File: src/rtl/computer_system_sysinfo_pkg.sv
// Shared constants for the system-information slave: register word map,
// CONTROL bit positions, word-2 field layout and a byte-lane merge helper.
package computer_system_sysinfo_pkg;

  localparam logic [3:0] ADDR_SYSID     = 4'd0;
  localparam logic [3:0] ADDR_TSTAMP    = 4'd1;
  localparam logic [3:0] ADDR_VERSION   = 4'd2;
  localparam logic [3:0] ADDR_UPTIME_LO = 4'd3;
  localparam logic [3:0] ADDR_SHADOW    = 4'd4;
  localparam logic [3:0] ADDR_CONTROL   = 4'd5;
  localparam logic [3:0] ADDR_PRESCALE  = 4'd6;
  localparam logic [3:0] ADDR_SCRATCH0  = 4'd8;

  localparam int CTRL_FREEZE = 0;
  localparam int CTRL_CLEAR  = 1;

  localparam int W2_VERSION_LSB = 16;
  localparam int W2_NSCR_LSB    = 8;

  function automatic logic [31:0] be_merge(input logic [31:0] cur,
                                           input logic [31:0] wd,
                                           input logic [3:0]  be);
    logic [31:0] res;
    res = cur;
    for (int b = 0; b < 4; b++) begin
      if (be[b]) res[8*b +: 8] = wd[8*b +: 8];
    end
    return res;
  endfunction

endpackage

File: src/rtl/computer_system_sysinfo_if.sv
// Lightweight Avalon-MM slave bundle for the system-information block.
interface computer_system_sysinfo_if;
  logic [3:0]  address;
  logic        read;
  logic        write;
  logic [31:0] writedata;
  logic [3:0]  byteenable;
  logic [31:0] readdata;
  logic        readdatavalid;

  modport master (
    output address, read, write, writedata, byteenable,
    input  readdata, readdatavalid
  );

  modport slave (
    input  address, read, write, writedata, byteenable,
    output readdata, readdatavalid
  );
endinterface

File: src/rtl/computer_system_sysinfo_uptime.sv
// Microsecond-style uptime: a prescaler dividing the clock into ticks that
// advance a 64-bit free-running counter; freeze holds both, clear zeroes both.
module computer_system_sysinfo_uptime #(
  parameter int PRESCALE = 50
) (
  input  logic        clock,
  input  logic        reset_n,
  input  logic        freeze,
  input  logic        clear,
  output logic        tick,
  output logic [63:0] count
);

  localparam logic [15:0] PRE_LAST = 16'(PRESCALE - 1);

  logic [15:0] r_pre;
  logic [63:0] r_count;
  logic        r_tick;

  // Clear outranks both freeze and a due tick, so no pulse escapes a clear.
  always_ff @(posedge clock or negedge reset_n) begin
    if (!reset_n) begin
      r_pre   <= '0;
      r_count <= '0;
      r_tick  <= 1'b0;
    end else if (clear) begin
      r_pre   <= '0;
      r_count <= '0;
      r_tick  <= 1'b0;
    end else if (freeze) begin
      r_tick  <= 1'b0;
    end else if (r_pre == PRE_LAST) begin
      r_pre   <= '0;
      r_count <= r_count + 64'd1;
      r_tick  <= 1'b1;
    end else begin
      r_pre   <= r_pre + 16'd1;
      r_tick  <= 1'b0;
    end
  end

  assign tick  = r_tick;
  assign count = r_count;

endmodule

File: src/rtl/computer_system_sysinfo.sv
// System-information register block: build identity, uptime with a high-word
// shadow, CONTROL (freeze/clear) and a small scratch array on an Avalon-MM slave.
module computer_system_sysinfo
  import computer_system_sysinfo_pkg::*;
#(
  parameter logic [31:0] SYSTEM_ID     = 32'h0000_0000,
  parameter logic [31:0] TIMESTAMP     = 32'h0000_0000,
  parameter logic [15:0] VERSION       = 16'h0001,
  parameter int          PRESCALE      = 50,
  parameter int          NUM_SCRATCH   = 4,
  parameter logic [31:0] SCRATCH_RESET = 32'h0000_0000
) (
  input  logic                     clock,
  input  logic                     reset_n,
  computer_system_sysinfo_if.slave bus,
  output logic                     tick_out
);

  logic        w_rd;
  logic        w_wr;
  logic        w_ctrl_wr;
  logic        w_clear;
  logic        w_scr_hit;
  logic [2:0]  w_scr_idx;
  logic [63:0] w_count;
  logic [31:0] w_scr_rd;
  logic [31:0] w_rdata;

  logic        r_freeze;
  logic        r_rvld;
  logic [31:0] r_rdata;
  logic [31:0] r_shadow;
  logic [31:0] r_scratch [NUM_SCRATCH];

  // A write colliding with a read is dropped; the read wins.
  assign w_rd      = bus.read;
  assign w_wr      = bus.write & ~bus.read;
  assign w_ctrl_wr = w_wr & (bus.address == ADDR_CONTROL) & bus.byteenable[0];
  assign w_clear   = w_ctrl_wr & bus.writedata[CTRL_CLEAR];
  assign w_scr_idx = bus.address[2:0];
  assign w_scr_hit = bus.address[3] & ({1'b0, w_scr_idx} < 4'(NUM_SCRATCH));

  computer_system_sysinfo_uptime #(
    .PRESCALE (PRESCALE)
  ) u_uptime (
    .clock   (clock),
    .reset_n (reset_n),
    .freeze  (r_freeze),
    .clear   (w_clear),
    .tick    (tick_out),
    .count   (w_count)
  );

  always_comb begin
    w_scr_rd = '0;
    for (int i = 0; i < NUM_SCRATCH; i++) begin
      if (w_scr_idx == 3'(i)) w_scr_rd = r_scratch[i];
    end
  end

  always_comb begin
    w_rdata = '0;
    case (bus.address)
      ADDR_SYSID:     w_rdata = SYSTEM_ID;
      ADDR_TSTAMP:    w_rdata = TIMESTAMP;
      ADDR_VERSION: begin
        w_rdata[W2_VERSION_LSB +: 16] = VERSION;
        w_rdata[W2_NSCR_LSB +: 8]     = 8'(NUM_SCRATCH);
      end
      ADDR_UPTIME_LO: w_rdata = w_count[31:0];
      ADDR_SHADOW:    w_rdata = r_shadow;
      ADDR_CONTROL:   w_rdata[CTRL_FREEZE] = r_freeze;
      ADDR_PRESCALE:  w_rdata[15:0] = 16'(PRESCALE);
      default:        if (w_scr_hit) w_rdata = w_scr_rd;
    endcase
  end

  // Shadow latches the high word on the same edge the low word is returned,
  // so a low/high pair always comes from one counter snapshot.
  always_ff @(posedge clock or negedge reset_n) begin
    if (!reset_n) begin
      r_rvld   <= 1'b0;
      r_rdata  <= '0;
      r_shadow <= '0;
    end else begin
      r_rvld <= w_rd;
      if (w_rd) begin
        r_rdata <= w_rdata;
        if (bus.address == ADDR_UPTIME_LO) r_shadow <= w_count[63:32];
      end
    end
  end

  always_ff @(posedge clock or negedge reset_n) begin
    if (!reset_n) begin
      r_freeze <= 1'b0;
    end else if (w_ctrl_wr) begin
      r_freeze <= bus.writedata[CTRL_FREEZE];
    end
  end

  always_ff @(posedge clock or negedge reset_n) begin
    if (!reset_n) begin
      for (int i = 0; i < NUM_SCRATCH; i++) r_scratch[i] <= SCRATCH_RESET;
    end else begin
      for (int i = 0; i < NUM_SCRATCH; i++) begin
        if (w_wr && w_scr_hit && (w_scr_idx == 3'(i)))
          r_scratch[i] <= be_merge(r_scratch[i], bus.writedata, bus.byteenable);
      end
    end
  end

  assign bus.readdata      = r_rdata;
  assign bus.readdatavalid = r_rvld;

endmodule

File: src/flat_wrapper.sv
// flat-port wrapper written by rule: the top's interface ports become plain ports
module computer_system_sysinfo_flat import computer_system_sysinfo_pkg::*;
#(
  parameter logic [31:0] SYSTEM_ID     = 32'h0000_0000,
  parameter logic [31:0] TIMESTAMP     = 32'h0000_0000,
  parameter logic [15:0] VERSION       = 16'h0001,
  parameter int          PRESCALE      = 50,
  parameter int          NUM_SCRATCH   = 4,
  parameter logic [31:0] SCRATCH_RESET = 32'h0000_0000
)
  (clock, reset_n, tick_out, bus_address, bus_read, bus_write, bus_writedata, bus_byteenable, bus_readdata, bus_readdatavalid);
  computer_system_sysinfo_if bus_i ();
  input  logic clock;
  input  logic reset_n;
  output logic tick_out;
  input wire logic [$bits(bus_i.address)-1:0] bus_address;
  input wire logic [$bits(bus_i.read)-1:0] bus_read;
  input wire logic [$bits(bus_i.write)-1:0] bus_write;
  input wire logic [$bits(bus_i.writedata)-1:0] bus_writedata;
  input wire logic [$bits(bus_i.byteenable)-1:0] bus_byteenable;
  output wire logic [$bits(bus_i.readdata)-1:0] bus_readdata;
  output wire logic [$bits(bus_i.readdatavalid)-1:0] bus_readdatavalid;
  assign bus_i.address = bus_address;
  assign bus_i.read = bus_read;
  assign bus_i.write = bus_write;
  assign bus_i.writedata = bus_writedata;
  assign bus_i.byteenable = bus_byteenable;
  assign bus_readdata = bus_i.readdata;
  assign bus_readdatavalid = bus_i.readdatavalid;
  computer_system_sysinfo #(.SYSTEM_ID(SYSTEM_ID), .TIMESTAMP(TIMESTAMP), .VERSION(VERSION), .PRESCALE(PRESCALE), .NUM_SCRATCH(NUM_SCRATCH), .SCRATCH_RESET(SCRATCH_RESET)) u_core (.clock(clock), .reset_n(reset_n), .bus(bus_i), .tick_out(tick_out));
endmodule
File: config.mk
export PLATFORM = sky130hd
export DESIGN_NAME = computer_system_sysinfo_flat
export DESIGN_NICKNAME = d
export VERILOG_FILES = /design/src/rtl/computer_system_sysinfo_pkg.sv /design/src/rtl/computer_system_sysinfo_if.sv /design/src/rtl/computer_system_sysinfo_uptime.sv /design/src/rtl/computer_system_sysinfo.sv /design/src/flat_wrapper.sv
export SDC_FILE = /design/constraint.sdc
export NUM_CORES = 1
export LEC_CHECK = 0
export ABC_AREA = 1
export BUFFER_PORTS_ARGS = -buffer_cell sky130_fd_sc_hd__buf_2
export CAP_MARGIN = 20
export CORE_UTILIZATION = 56
export CTS_CLUSTER_SIZE = 8
export DETAILED_ROUTE_END_ITERATION = 8
export PLACE_DENSITY = 0.78
export REMOVE_ABC_BUFFERS = 1
export SLEW_MARGIN = 20
export SYNTH_ARGS = -nofsm -noshare
export SYNTH_HDL_FRONTEND = slang
export SYNTH_HIERARCHICAL = 1
export SYNTH_SLANG_ARGS = --single-unit
File: constraint.sdc
create_clock -name clock -period 1.6 [get_ports clock]
set_clock_uncertainty 0.05 [all_clocks]
set_input_delay 0.16 -clock clock [delete_from_list [all_inputs] [get_ports clock]]
set_output_delay 0.16 -clock clock [all_outputs]
set_load 0.03 [all_outputs]
==> metrics.txt <==
DRT Wirelength=47,160 um; largest cells by area after synthesis=dfrtp_1 48%, nand2_1 13%, nor2_1 8.3%; final max-slew violation count=0; top_reg_cell synth=dfrtp_1; total grt overflow=0; post-route cell area=19,240 um^2; Non-Filler Instances=2,557; Area after DPL=17,050 um^2; CP Class=register to register; Max-Cap Viols=0; GP Congestion=1.006; status=finished, violations left; die area=26,440 um^2; largest net degree at the start of global routing=91; total of fill cells in the finished design=1,786; Register-to-Register Path Depth=13; I/O pins=78; antenna viol nets, final=0; TritonCTS buffer count=40; final setup fails=70; crit path time final=1.905 ns; CTS tree=yes; post-synthesis cell area=14,440 um^2; Syn. warnings=6; HP Class=primary input to register; Initial Util=0.5719; Mean Syn Cell Area=7.766 um^2; IO Port Bufs=77; Util after Layout=0.7618; number of global-route vias before repair=14,725; area leader, netlist=dfrtp_1; layout cells sized above 1=0.2735; die width=162.6 um; maximum vdd drop=1486 uV; Initial DRC Count=1,384; initial antenna violation count=0; Via density=5.730; area grow syn2layout=33.20%; Critical path origin=u_core/u_uptime/r_pre[1]$_DFFE_PN0P_; drt pass-1 iters=5; DRC=0; dpl cells=2,461; Crit path arrival time=2.27 ns; Worst Setup Slack, final=-0.3053 ns; Clock Latency Late Sink=0.53 ns; Worst setup EP type=register; Max FO, Critical Path=11; power density cells=982.0 nW/um^2; CTS H-Tree Depth=2; FF+latch area=6892 um^2; fmax=524.9 MHz; Seq/Total Area, Yosys=0.4764; Nets=2,271; ys async rst share=1.000; clk slew on worst S/H paths=0.05 ns; CTS Buffer Depth=3; Std-Cell Core Area=25,250 um^2; Die Height=162.6 um; commonest cells after routing, fill and taps aside=489 x nand2_1, 277 x nor2_1, 267 x dfrtp_1; Worst Setup EP=u_core/u_uptime/count[59]$_DFFE_PN0P_; wire per inst=18.44 um; flop2flop setup slack=-0.31 ns; final hold vios=0; vias post-DR=14,651; Multi-input gate area=7184 um^2; Tightest Pin Transition=0.5156 ns; DP Wirelength=31,830 um; worst r2r src=u_core/u_uptime/r_pre[1]$_DFFE_PN0P_; RR Endpoint=u_core/u_uptime/count[59]$_DFFE_PN0P_; most common cell after layout, fill and taps aside=nand2_1; Total Routing Usage GR=0.3595; final period utilization=1.191; leakage=9.329 nW; slew margin rel.=0.6563; clock root cell=clkbuf_16; failing checks=setup timing; global-route wire length before repair=74,530 um; # diodes=0; Post-Synthesis Cells=1,860; CP required=1.96 ns; Synth top area share=0.4764; Cell Rows=58; Clock Sink Count=275; RSZ-0062 raised after global routing=yes; number of synthesized flops with an enable pin=0; Yosys reg bits=275; Netlist cell types=44; WHS Path Cells=3; startpoint class of the critical path=register
## cell type report
type	instances	share of cell area
Clock buffer	42	0.05352
Inverter	128	0.02530
Tap cell	330	0.02146
Multi-Input combinational cell	1388	0.3734
Sequential cell	275	0.3582
Timing Repair Buffer	391	0.1641
Clock inverter	3	0.003967
## cells in the mapped netlist, drive strengths merged, types with 2 or more instances
master / instances
nand2: 525
nor2: 344
dfrtp: 275
o21ai: 153
nand3: 145
inv: 127
a21oi: 65
buf: 45
nand4: 34
mux2: 32
o211ai: 32
nor3: 26
clkbuf: 24
xor2: 7
o22ai: 4
a31oi: 3
and2: 3
ha: 3
o21bai: 3
and3: 2
nor3b: 2
## layer usage
metal | vias up | wire, um | global-route usage
met3 | 181 | 3752 | 0.06443
li1 | 6785 | - | -
met1 | 6959 | 18440 | 0.4532
met2 | 726 | 22630 | 0.5948
met4 | 0 | 2341 | 0.1835
met5 | - | 0 | 0
## kinds of logic after synthesis
logic type | Yosys count | share of synthesized area
xor gates and xnor gates | 7 | 0.004245
buffers and inverters | 197 | 0.06159
DFF | 275 | 0.4764
adders and majority gates | 3 | 0.002599
AOI/OAI and AO/OA | 265 | 0.09979
and+or+nand+nor | 1081 | 0.3304
muxes | 32 | 0.02495
## how the worst min path moves through the flow
stage,startpoint,endpoint,slack (ns)
final,bus_byteenable[2],u_core/r_scratch[51]$_DFFE_PN0P_,0.07
after CTS,bus_byteenable[2],u_core/r_scratch[48]$_DFFE_PN0P_,0.05
after global routing,bus_byteenable[2],u_core/r_scratch[52]$_DFFE_PN0P_,0.07
after global placement,reset_n,u_core/r_scratch[87]$_DFFE_PN0P_,0.07
after floorplan,reset_n,u_core/bus.readdata[0]$_DFFE_PN0P_,-0.19
after detailed placement,reset_n,u_core/r_scratch[87]$_DFFE_PN0P_,0.07
## flip-flops by register name (all words and copies together), names as in the netlist
register and count:
u_core/r_freeze 1, u_core/u_uptime/count 64, u_core/bus.readdata 32, u_core/bus.readdatavalid 1, u_core/u_uptime/r_pre 16, u_core/r_shadow 32
u_core/u_uptime/tick 1, u_core/r_scratch 128
## worst max-delay path, cell delays in order, from the launching register on
cell,delay [ns]
dfrtp_1,0.39
inv_2,0.08
ha_4,0.13
inv_2,0.04
nor2_1,0.08
nand2_1,0.07
nor2_2,0.13
nand3_4,0.09
buf_12,0.17
buf_12,0.14
nor2_4,0.17
nand3_2,0.10
nor2_1,0.10
nor2_1,0.05
## timing repair
item / in CTS / in global routing
buffers inserted: 9 / 10
pin swaps: 22 / 50
endpoints found under the setup margin: 77 / 80
cloned: 0 / 1
endpoints found under the hold margin: 402 / 0
hold buffers: 33 / 0
resized for setup: 73 / 102
## where the power goes
part	switching [mW]	total [mW]	internal, mW
Combinational	1.85	3.22	1.38
Clock	3.02	7.70	4.69
Sequential	0.420	7.97	7.55
## metrics by stage
step	total power, mW	TNS, ns	setup WS (ns)	hold WS (ns)
5_1_grt	19.58	-18.75	-0.3956	0.07064
6_report	18.89	-12.94	-0.3053	0.06856
3_5_place_dp	10.67	-19.48	-0.3178	0.06834
4_1_cts	18.53	-8.982	-0.2455	0.04998
2_1_floorplan	9.293	-125.01	-1.108	-0.1856
3_3_place_gp	10.55	-16.24	-0.2932	0.07189
(Power assumes the default switching activity.)
